$ cat src/rtl/debounce_pkg.sv
// rtl/debounce_pkg.sv - state encoding and default constants for the button debouncer
package debounce_pkg;

   typedef enum logic [1:0] {
      IDLE_LOW   = 2'd0,
      CHECK_HIGH = 2'd1,
      IDLE_HIGH  = 2'd2,
      CHECK_LOW  = 2'd3
   } debState_t;

   localparam int DEF_SYNC_STAGES     = 2;
   localparam int DEF_DEBOUNCE_CYCLES = 16;
   localparam int GLITCH_W            = 8;

endpackage

$ cat src/rtl/sync_chain.sv
// rtl/sync_chain.sv - multi-flop synchronizer with async reset to a chosen idle level
module sync_chain
   import debounce_pkg::*;
#(
   parameter int   DEPTH = DEF_SYNC_STAGES,
   parameter logic IDLE  = 1'b0
) (
   input  logic clk,
   input  logic rst,
   input  logic dataIn,
   output logic dataOut
);

   logic [DEPTH-1:0] stages;

   always_ff @(posedge clk or posedge rst) begin
      if (rst) begin
         stages <= {DEPTH{IDLE}};
      end else begin
         stages <= {stages[DEPTH-2:0], dataIn};
      end
   end

   assign dataOut = stages[DEPTH-1];

endmodule

$ cat src/rtl/button_debouncer.sv
// rtl/button_debouncer.sv - synchronizes and debounces a mechanical button, counting aborted checks
module button_debouncer
   import debounce_pkg::*;
#(
   parameter int SYNC_STAGES     = DEF_SYNC_STAGES,
   parameter int DEBOUNCE_CYCLES = DEF_DEBOUNCE_CYCLES,
   parameter int ACTIVE_LOW      = 0
) (
   input  logic                clk,
   input  logic                rst,
   input  logic                RawButton,
   output logic                Debounced,
   output logic                Busy,
   output logic [GLITCH_W-1:0] GlitchCount
);

   localparam int               CNT_W    = $clog2(DEBOUNCE_CYCLES + 1);
   localparam logic [CNT_W-1:0] CNT_LAST = CNT_W'(DEBOUNCE_CYCLES - 1);

   if (SYNC_STAGES < 2) begin : gBadSyncStages
      $error("button_debouncer: SYNC_STAGES must be at least 2");
   end
   if (DEBOUNCE_CYCLES < 1) begin : gBadDebounceCycles
      $error("button_debouncer: DEBOUNCE_CYCLES must be at least 1");
   end

   logic       syncOut;
   logic       s;
   debState_t  state, stateNext;
   logic [CNT_W-1:0] cnt, cntNext;
   logic       abort;

   // Reset the chain to the raw level that reads as "released" after inversion.
   sync_chain #(
      .DEPTH (SYNC_STAGES),
      .IDLE  (ACTIVE_LOW != 0)
   ) uSync (
      .clk     (clk),
      .rst     (rst),
      .dataIn  (RawButton),
      .dataOut (syncOut)
   );

   assign s = (ACTIVE_LOW != 0) ? ~syncOut : syncOut;

   always_ff @(posedge clk or posedge rst) begin
      if (rst) begin
         state       <= IDLE_LOW;
         cnt         <= '0;
         GlitchCount <= '0;
      end else begin
         state <= stateNext;
         cnt   <= cntNext;
         if (abort && (GlitchCount != '1)) begin
            GlitchCount <= GlitchCount + GLITCH_W'(1);
         end
      end
   end

   always_comb begin
      stateNext = state;
      cntNext   = cnt;
      abort     = 1'b0;
      case (state)
         IDLE_LOW: begin
            if (s) begin
               stateNext = CHECK_HIGH;
               cntNext   = '0;
            end
         end
         CHECK_HIGH: begin
            if (!s) begin
               stateNext = IDLE_LOW;
               abort     = 1'b1;
            end else if (cnt == CNT_LAST) begin
               stateNext = IDLE_HIGH;
            end else begin
               cntNext = cnt + CNT_W'(1);
            end
         end
         IDLE_HIGH: begin
            if (!s) begin
               stateNext = CHECK_LOW;
               cntNext   = '0;
            end
         end
         CHECK_LOW: begin
            if (s) begin
               stateNext = IDLE_HIGH;
               abort     = 1'b1;
            end else if (cnt == CNT_LAST) begin
               stateNext = IDLE_LOW;
            end else begin
               cntNext = cnt + CNT_W'(1);
            end
         end
         default: begin
            stateNext = IDLE_LOW;
            cntNext   = '0;
         end
      endcase
   end

   // Outputs decode registered state only, so RawButton never reaches them combinationally.
   always_comb begin
      Debounced = 1'b0;
      Busy      = 1'b0;
      Debounced = (state == IDLE_HIGH) || (state == CHECK_LOW);
      Busy      = (state == CHECK_HIGH) || (state == CHECK_LOW);
   end

endmodule

$ cat config.mk
export PLATFORM = sky130hd
export DESIGN_NAME = button_debouncer
export DESIGN_NICKNAME = d
export VERILOG_FILES = /design/src/rtl/debounce_pkg.sv /design/src/rtl/sync_chain.sv /design/src/rtl/button_debouncer.sv
export SDC_FILE = /design/constraint.sdc
export NUM_CORES = 1
export LEC_CHECK = 0
export CORE_UTILIZATION = 45
export CTS_CLUSTER_SIZE = 8
export DETAILED_ROUTE_END_ITERATION = 16
export PLACE_DENSITY = 0.7
export SKIP_CTS_REPAIR_TIMING = 1
export SLEW_MARGIN = 10
export SYNTH_ARGS = -nofsm -noshare
export SYNTH_HDL_FRONTEND = slang
export SYNTH_SLANG_ARGS = --single-unit
export TNS_END_PERCENT = 100
$ cat constraint.sdc
create_clock -name clk -period 1.4 [get_ports clk]
set_input_delay 0.42 -clock clk [delete_from_list [all_inputs] [get_ports clk]]
set_output_delay 0.42 -clock clk [all_outputs]
set_load 0.005 [all_outputs]
==> impl_metrics.csv <==
group,metric,value,unit
floorplan,dieWidth,44.4,µm
synthesis,synth.top_cell.area_share,52.6,%
synthesis,async_flop_share,100,%
drt,top_signal_layer_used,"met4",
placement,pre_cts_slack,-0.107,ns
synthesis,synth_sequential_area_ratio,52.6,%
global_routing,grt_pass1_wl,2.55,mm
drt,met3WireLength,60,µm
setup_path,max_stage_delay,0.42,ns
synthesis,syn_avg_cell_area,11.1,µm²
setup_path,crit_path_end_kind,"flop",
floorplan,die_area,1970,µm²
timing,timing_worst_slew_pin_value,0.382,ns
run,cap_violations,0,
setup_path,worstSetupPathType,"flop to flop",
clock_tree,cts-htree-levels,1,
timing,timing.slew.headroom,74.3,%
clock_tree,worst_skew_pair.late_latency,0.29,ns
synthesis,ys_ff_latch,17,
floorplan,num_rows,14,
setup_path,crit_fanout,6,
synthesis,mappedNetlistNets,79,
synthesis,syn-instance-count,73,
placement,placement.io_buffers,12,
power,fin_total_pwr,1.62,mW
synthesis,netlist_top_cells_area,"sky130_fd_sc_hd__dfrtp_1 53%, sky130_fd_sc_hd__ha_1 4.6%, sky130_fd_sc_hd__xnor2_1 4.3%",
timing,hold_violations,0,
placement,place_congestion,0.818,
cells_and_area,layout.area.seq,427,µm²
timing,clock.fmax,643,MHz
timing,finalSetupViolCount,9,
cells_and_area,num_antenna_cells,0,
drt,dr.first_iter.drc_count,12,
drt,vias_per_cell,5.15,
floorplan,pin_count,13,
synthesis,synth_top_flop_cell,"sky130_fd_sc_hd__dfrtp_1",
placement,cell_area_placed,1080,µm²
floorplan,start_util,50.8,%
clock_tree,cts_root_buffer,"sky130_fd_sc_hd__clkbuf_4",
setup_path,cp_data_arrival_time,1.75,ns
timing,final.period_utilization,111,%
floorplan,die_y,44.4,µm
setup_path,cp-start-kind,"flop",
global_routing,grt_start_max_net_pins,18,
cells_and_area,final_net_count,119,
synthesis,synthMostInstantiatedCell,"sky130_fd_sc_hd__dfrtp_1",
timing,worst_slack,-0.155,ns
setup_path,critPathSlowestCell,"sky130_fd_sc_hd__dfrtp_1",
run_status,outcome,"complete, but fails checks",
min_path,hold_path_startpoint,"uSync.stages[0]$_DFF_PP0_",
power,static_power_due_to_leakage,0.686,nW
timing,timing_max_transition_violations_final,0,
global_routing,grt.overflow.total,0,
synthesis,synth_top_cell_by_area,"sky130_fd_sc_hd__dfrtp_1",
cells_and_area,post_route_cells_drive_above_1_share,48.2,%
clock_tree,clk_transition_reported_paths,0.11,ns
cells_and_area,stdcell_area,1310,µm²
drt,via_count,701,
setup_path,setup.worst_path.start,"cnt[0]$_DFFE_PP0P_",
clock_tree,cts_tree,"built",
run_status,failed_checks,"negative setup slack",
drt,detail_route.wl_per_cell,14.8,µm
drt,drtPass1Iterations,4,
setup_path,critical_path_buf_inv_count,0,
placement,dp_hpwl,1.27,mm
synthesis,synth_enable_flop_cells,0,
synthesis,synth_area,810,µm²
floorplan,core_region_area,1590,µm²
clock_tree,total_number_of_clock_tree_sinks,17,
drt,met2_length,954,µm
cells_and_area,layout.filler_cells,82,
cells_and_area,multiInputGateArea,455,µm²
drt,wirelength_met1,952,µm
global_routing,via_count_of_the_first_global_routing_pass,586,
drt,drc,0,
timing,grt_setup_unrepaired,"true",
global_routing,number_of_antenna_violations_at_the_first_check_in_global_routing,0,
power,cellPowerDensity,1240,nW/µm²
clock_tree,tritoncts.num_buffers,3,
timing,clock-skew-final,0.00396,ns
cells_and_area,flow.area_growth_from_synthesis,61.8,%
global_routing,global_route.usage.total,18.6,%
setup_path,worst-endpoint-required,1.59,ns
setup_path,crit_chain,"ha_2 -> and3_4 -> ha_4 -> a21oi_4 -> o21ai_2 -> o2bb2ai_2",
min_path,min_path_type,"flop to flop",
drt,routed_wl,2.02,mm
setup_path,critical_path.top_delay_family,"compound AO/OA/AOI/OAI gates",
timing,period_minus_slack,1.55,ns
drt,detail-route-antenna-nets,0,
synthesis,yosysWarnings,0,
clock_tree,buffer_levels_on_the_longest_clock_path,2,
power,ir_drop,1210,µV
synthesis,yosysUniqueCellTypes,27,
synthesis,synthTopCellsByCount,"17 x sky130_fd_sc_hd__dfrtp_1, 6 x sky130_fd_sc_hd__nand2_1, 5 x sky130_fd_sc_hd__inv_1, 5 x sky130_fd_sc_hd__nor2_1, 4 x sky130_fd_sc_hd__xnor2_1",
setup_path,timing.rr.start,"cnt[0]$_DFFE_PP0P_",
worst register-to-register path, stage by stage (launching register included):
cell	delay, ns
sky130_fd_sc_hd__dfrtp_1	0.42
sky130_fd_sc_hd__ha_2	0.19
sky130_fd_sc_hd__and3_4	0.18
sky130_fd_sc_hd__ha_4	0.18
sky130_fd_sc_hd__a21oi_4	0.25
sky130_fd_sc_hd__o21ai_2	0.10
sky130_fd_sc_hd__o2bb2ai_2	0.12
metrics by stage:
step | cells | util, % | hold slack (ns) | setup TNS, ns
2_1_floorplan | 73 | - | 0.331 | -0.0122
5_1_grt | 136 | 82.2 | 0.367 | -1.15
3_5_place_dp | 121 | 67.5 | 0.340 | -0.328
3_3_place_gp | 121 | 67.5 | 0.334 | -0.156
4_1_cts | 125 | 69.2 | 0.364 | -3.00
6_report | 136 | 82.2 | 0.360 | -0.657
flip-flops by register name, summed over array words and instances, names as in the netlist, named ones only:
| signal | flops |
|---|---|
| uSync.stages | 2 |
| cnt | 5 |
| state | 1 |
| GlitchCount | 8 |
final cells by class:
type                            instances  area share (%)
Tap cell                               24            2.29
Timing Repair Buffer                   38            26.8
Clock buffer                            3            1.72
Sequential cell                        17            32.6
Inverter                                5            1.43
Clock inverter                          1           0.382
Multi-Input combinational cell         48            34.8
report_power, final:
group | switching, mW | total (mW) | internal, mW
Clock | 0.163 | 0.269 | 0.106
Combinational | 0.262 | 0.673 | 0.411
Sequential | 0.0912 | 0.681 | 0.590
worst paths after layout:
check	slack, ns	endpoint	cells past startpoint
setup / recovery	-0.15	cnt[2]$_DFFE_PP0P_	6
hold / removal	0.36	uSync.stages[1]$_DFF_PP0_	0
setup reg to reg	-0.15	cnt[2]$_DFFE_PP0P_	6
hold reg to reg	0.36	uSync.stages[1]$_DFF_PP0_	0
max in group asynchronous	0.78	async pin	3
min in group asynchronous	0.43	GlitchCount[2]$_DFFE_PP0P_	3
cells in the final DEF (no fill, tap or decap), types with 2 or more instances in the layout:
cell type,netlist,final
sky130_fd_sc_hd__xnor2_1,4,3
sky130_fd_sc_hd__xor2_1,2,2
sky130_fd_sc_hd__buf_4,0,21
sky130_fd_sc_hd__nand4_1,2,2
sky130_fd_sc_hd__inv_1,5,5
sky130_fd_sc_hd__clkbuf_4,0,3
sky130_fd_sc_hd__dlymetal6s2s_1,0,9
sky130_fd_sc_hd__ha_2,0,2
sky130_fd_sc_hd__nor2_1,5,4
sky130_fd_sc_hd__o21ai_2,0,2
sky130_fd_sc_hd__clkdlybuf4s50_1,0,2
sky130_fd_sc_hd__and3_4,0,2
sky130_fd_sc_hd__nand2_2,0,3
sky130_fd_sc_hd__dfrtp_1,17,16
sky130_fd_sc_hd__mux2i_1,2,2
sky130_fd_sc_hd__buf_6,0,5
sky130_fd_sc_hd__a21oi_1,3,3
sky130_fd_sc_hd__nand2_1,6,2
per-layer routing:
| layer | vias up | global-route usage [%] |
|---|---|---|
| met1 | 344 | 25.7 |
| met5 | - | 0 |
| met2 | 17 | 27.9 |
| met3 | 6 | 4.90 |
| li1 | 334 | - |
| met4 | 0 | 7.27 |
cell families (layout without fill, tap and decap cells):
| group | count (synthesis) | after routing | synth area share (%) |
|---|---|---|---|
| AO/OA/AOI/OAI | 11 | 11 | 9.74 |
| XOR/XNOR | 7 | 7 | 8.50 |
| adder cells (fa/ha/maj) | 3 | 3 | 4.64 |
| buffers and inverters | 8 | 47 | 4.64 |
| flip-flops | 17 | 17 | 52.6 |
| multiplexers | 4 | 4 | 5.25 |
| AND/OR/NAND/NOR | 23 | 23 | 14.7 |
No activity file was read; power rests on OpenSTA's default activity.
==> variant 1: new RTL, same settings <==
Re-encode `debState_t` (4 states) as one-hot, 4 bits wide.
--- a/src/rtl/debounce_pkg.sv
+++ b/src/rtl/debounce_pkg.sv
@@ -1,11 +1,11 @@
 // rtl/debounce_pkg.sv - state encoding and default constants for the button debouncer
 package debounce_pkg;
 
-   typedef enum logic [1:0] {
-      IDLE_LOW   = 2'd0,
-      CHECK_HIGH = 2'd1,
-      IDLE_HIGH  = 2'd2,
-      CHECK_LOW  = 2'd3
+   typedef enum logic [3:0] {
+      IDLE_LOW   = 4'b0001,
+      CHECK_HIGH = 4'b0010,
+      IDLE_HIGH  = 4'b0100,
+      CHECK_LOW  = 4'b1000
    } debState_t;
 
    localparam int DEF_SYNC_STAGES     = 2;
Check against the original RTL: no difference found for any inputs over 10 cycles, from zero or initial values and one cycle with rst high; not proved beyond that.
==> variant 1 against the original RTL <==
The flow still finishes with violations (negative setup slack). Routed wire length increased by 29%. Clock skew is 0.00064 ns higher. Synthesized cell count is 44% higher. Setup slack worse by 0.39 ns. Power up 11%. Combinational power rose by 23%. Design area grew 26%. Sequential cell count rose by 2. Utilization down 9.2 points. Area after synthesis up 36%. Largest cell class unchanged. Highest routed layer unchanged.
==> variant 1: results (changes against the original RTL) <==
=================================================================================================
Outcome                                                                              complete, but fails checks
Fill cell total of the finished layout                                                        158   +93%
Largest clock skew in the final design                                                 0.00460 ns   +0.000645 ns
Floorplan row count                                                                            17   +3
Endpoint of the worst register-to-register path                                            cnt[3]
Global-route usage over all layers                                                          0.211   +0.0252
Fraction of layout cells with a size suffix above 1                                         0.522   +0.0402
Final hold slack                                                                         0.346 ns   -0.0133 ns
Biggest registers after layout                                                       GlitchCount (8), cnt (5), state (4)
Failing checks                                                                       negative setup slack
Drt wl/cell                                                                               14.1 um   -4.8%
RD Place Congestion                                                                         0.783   -4.3%
Register-to-Register Path Depth                                                                 8   +2
Clock tree root buffer cell                                                              clkbuf_4
Post-layout worst setup margin                                                          -0.549 ns   -0.394 ns
Count of routing violations after the opening detailed-route iteration                         14   +2
Number of global-route vias before repair                                                     944   +61%
Leakage power                                                                            0.817 nW   +19%
Number of vias after detailed routing                                                         987   +41%
Met2 track utilization from global routing                                                  0.316   +0.0366
Pin count of the biggest net entering global routing                                           11   -7
Worst min-delay path class                                                            in -> async
Number of distinct library cell variants in the gate-level netlist after synthesis             42   +56%
Met1 GRT Util                                                                               0.317   +0.0597
Post-synth net total                                                                          111   +41%
Crit-path max FO                                                                                3   -3
Ranking of synthesized cells by instance count                                       dfrtp_1 (18), nand2_1 (8), nor2_1 (8)
First-pass GRT wire length                                                                4150 um   +63%
Final setup vio count                                                                          18   +9
Sequential area share after synthesis                                                       0.432   -0.0935
Final total negative setup slack                                                         -4.66 ns   -4.00 ns
Peak supply drop                                                                          1.02 mV   -16%
Net count, final                                                                              164   +38%
Least-Margin Pin Slew                                                                    0.383 ns   +0.00000393 ns
Post-detailed-placement half-perimeter wirelength                                         1780 um   +41%
=================================================================================================
variant 1: changes by cell type after synthesis, moves of 3 or more:
cell	before	now
buf_6	0	4
nor3b_1	0	3
nor2_1	5	8
nor3_1	0	3
o21ai_1	0	3
variant 1: worst max-delay path by stage:
stage / startpoint / to / slack, ns
floorplan: cnt[0] / cnt[3] / -0.55
global placement: cnt[1] / cnt[3] / -0.49
detailed placement: cnt[1] / cnt[3] / -0.54
CTS: state[3] / Busy / -0.71
global route: cnt[0] / cnt[3] / -0.63
finish: cnt[0] / cnt[3] / -0.55
variant 1: power breakdown:
part / switching [mW] / total, mW / internal [mW] / leakage [nW]
Combinational: 0.357 / 0.831 / 0.474 / 0.554
Sequential: 0.0599 / 0.688 / 0.628 / 0.248
Clock: 0.165 / 0.275 / 0.111 / 0.0150
variant 1: worst max-delay path, cell delays in order, from the launching register on:
cell and delay (ns):
dfrtp_1 0.40, ha_2 0.19, and3_4 0.15, ha_4 0.16
or2b_1 0.23, a2bb2oi_2 0.19, o31ai_4 0.08, or4_4 0.42
o211ai_2 0.07
variant 1: routing by layer:
layer  vias up  part of all wire
met4         0             0.010
met1       490              0.47
li1        477                 -
met2        16              0.50
met5         -                 0
met3         4             0.024
variant 1: cell families after synthesis:
| group | count (synthesis) | synth area share |
|---|---|---|
| DFF | 19 | 0.432 |
| buffers and inverters | 10 | 0.0646 |
| AOI/OAI and AO/OA | 20 | 0.159 |
| muxes | 2 | 0.0204 |
| adders and majority gates | 3 | 0.0340 |
| and+or+nand+nor | 46 | 0.251 |
| xor gates and xnor gates | 5 | 0.0397 |
variant 1: per-stage QoR:
step / area, um^2 / instances / utilization / setup slack (ns)
final: 1650 / 185 / 0.730 / -0.549
after global routing: 1650 / 185 / 0.730 / -0.627
after CTS: 1530 / 179 / 0.678 / -0.708
after detailed placement: 1500 / 175 / 0.666 / -0.536
after global placement: 1500 / 175 / 0.666 / -0.486
after floorplan: 1140 / 105 / - / -0.547
variant 1: cell type report:
class | instances | area [um^2] | area share
Sequential cell | 19 | 479 | 0.291
Multi-Input combinational cell | 76 | 659 | 0.401
Clock buffer | 4 | 26.3 | 0.0160
Inverter | 5 | 18.8 | 0.0114
Timing Repair Buffer | 53 | 427 | 0.259
Tap cell | 28 | 35.0 | 0.0213
==> variant 2: new RTL, same settings <==
Without the edit above. `DEF_SYNC_STAGES`: 2 -> 4.
--- a/src/rtl/debounce_pkg.sv
+++ b/src/rtl/debounce_pkg.sv
@@ -8,7 +8,7 @@
       CHECK_LOW  = 2'd3
    } debState_t;
 
-   localparam int DEF_SYNC_STAGES     = 2;
+   localparam int DEF_SYNC_STAGES     = 4;
    localparam int DEF_DEBOUNCE_CYCLES = 16;
    localparam int GLITCH_W            = 8;
 
Behaviour: not the same (Yosys sat finds a counterexample within 4 cycles, from zero or initial values and one cycle with rst high).
==> variant 2 against the original RTL <==
The flow still finishes with violations (negative setup slack). Maximum frequency is 3.3% higher. Sequential cell count increased by 2. Count of clock-buffer cells in the layout stayed put. Power is 9.1% higher. Design area increased by 4.3%. Area after synthesis is 5.9% higher. Routed wire length down 0.84%. Cell count increased by 5.9%. Global-route usage is 1.1 points higher. Worst hold slack about the same. Setup slack better by 0.050 ns.
==> variant 2: results (changes against the original RTL) <==
=================================================================================================
Sequential area share after synthesis                                                       0.555   +0.0292
Largest clock skew in the final design                                                 0.00649 ns   +0.00253 ns
Register-to-Register Path Depth                                                                 5   -1
Outcome                                                                              complete, but fails checks
Failing checks                                                                       negative setup slack
Global-route usage over all layers                                                          0.197   +0.0105
Least-Margin Pin Slew                                                                    0.263 ns   -0.119 ns
Post-layout worst setup margin                                                          -0.105 ns   +0.0496 ns
Leakage power                                                                            0.732 nW   +6.7%
Peak supply drop                                                                         0.858 mV   -29%
Number of buffers between clock root and the deepest sink                                       2   unchanged
Post-detailed-placement half-perimeter wirelength                                         1160 um   -8.0%
Initial antenna violation count                                                                 0   unchanged
Net count, final                                                                              126   +5.9%
Number of distinct library cell variants in the gate-level netlist after synthesis             25   -7.4%
Fill cell total of the finished layout                                                        122   +49%
Number of vias after detailed routing                                                         733   +4.6%
Cells taking the most area after synthesis                                           dfrtp_1 (55%), nand2_1 (6.1%), mux2_2 (5.3%), ha_1 (4.4%), xnor2_1 (3.1%)
CP max stage cell                                                                         dfrtp_1
First-pass GRT wire length                                                                2860 um   +12%
Ranking of synthesized cells by instance count                                       dfrtp_1 (19), nand2_1 (14), nand3_1 (5)
Biggest registers after layout                                                       GlitchCount (8), cnt (5), uSync.stages (4)
Final setup vio count                                                                           6   -3
Highest cell delay on the worst timing path                                               0.41 ns
Number of global-route vias before repair                                                     679   +16%
Post-synth net total                                                                           85   +7.6%
CP arrival                                                                                1.71 ns   -0.04 ns
Drt wl/cell                                                                               13.9 um   -6.4%
RD Place Congestion                                                                         0.780   -4.7%
Pin count of the biggest net entering global routing                                           20   +2
Fraction of layout cells with a size suffix above 1                                         0.479   -0.00315
Area after DPL                                                                          1110 um^2   +3.5%
Crit-path max FO                                                                                3   -3
Count of routing violations after the opening detailed-route iteration                         17   +5
=================================================================================================
==> variant 2: where the power goes <==
group,switching [mW],leakage [nW],internal [mW]
sequential,0.0985,0.240,0.655
combinational,0.257,0.478,0.463
clock,0.189,0.0139,0.109
==> variant 2: metal layers <==
| metal | track usage | wire [um] | up-vias |
|---|---|---|---|
| met5 | 0 | 0 | - |
| met4 | 0.0970 | 12 | 0 |
| met3 | 0.0278 | 53 | 2 |
| met2 | 0.297 | 1020 | 14 |
| met1 | 0.276 | 912 | 368 |
| li1 | - | - | 349 |
==> variant 2: final timing paths <==
check / from / end / slack, ns
worst max-delay path: flip-flop / GlitchCount[5] / -0.11
worst min-delay path: uSync.stages[1] / uSync.stages[2] / 0.36
worst min register to register: uSync.stages[1] / uSync.stages[2] / 0.36
worst max register to register: flip-flop / GlitchCount[5] / -0.11
max in group asynchronous: rst / cnt[4] / 0.78
min in group asynchronous: rst / GlitchCount[4] / 0.42
==> variant 2: stage by stage <==
| stage | instances | power (mW) | util | worst slack (ns) | setup TNS [ns] |
|---|---|---|---|---|---|
| floorplan | 79 | 0.973 | - | 0.00181 | 0 |
| global placement | 126 | 1.29 | 0.631 | -0.0457 | -0.128 |
| detailed placement | 126 | 1.31 | 0.631 | -0.0933 | -0.295 |
| CTS | 130 | 1.59 | 0.648 | -0.297 | -3.04 |
| global route | 144 | 1.87 | 0.774 | -0.134 | -0.728 |
| finish | 144 | 1.77 | 0.774 | -0.105 | -0.267 |
==> variant 2: final cells by class <==
cell class                 instances  share of cell area
multi-input combinational         54               0.340
clock inverter                     1             0.00549
tap                               25              0.0229
timing repair buffer              39               0.257
sequential                        19               0.348
inverter                           3              0.0101
clock buffer                       3              0.0165
==> variant 2: kinds of logic after synthesis <==
family / Yosys count / synth area share
and+or+nand+nor: 35 / 0.209
DFF: 19 / 0.555
AOI/OAI and AO/OA: 6 / 0.0423
buffers and inverters: 6 / 0.0292
xor gates and xnor gates: 5 / 0.0511
muxes: 5 / 0.0701
adders and majority gates: 3 / 0.0438
==> variant 2: worst max-delay path: cells and delay by family, from the launching register on <==
| kind | cells | cell delay [ns] |
|---|---|---|
| buffers and inverters | 1 | 0.14 |
| multiplexers | 1 | 0.29 |
| flip-flops | 1 | 0.41 |
| AND/OR/NAND/NOR | 2 | 0.39 |
| XOR/XNOR | 1 | 0.18 |
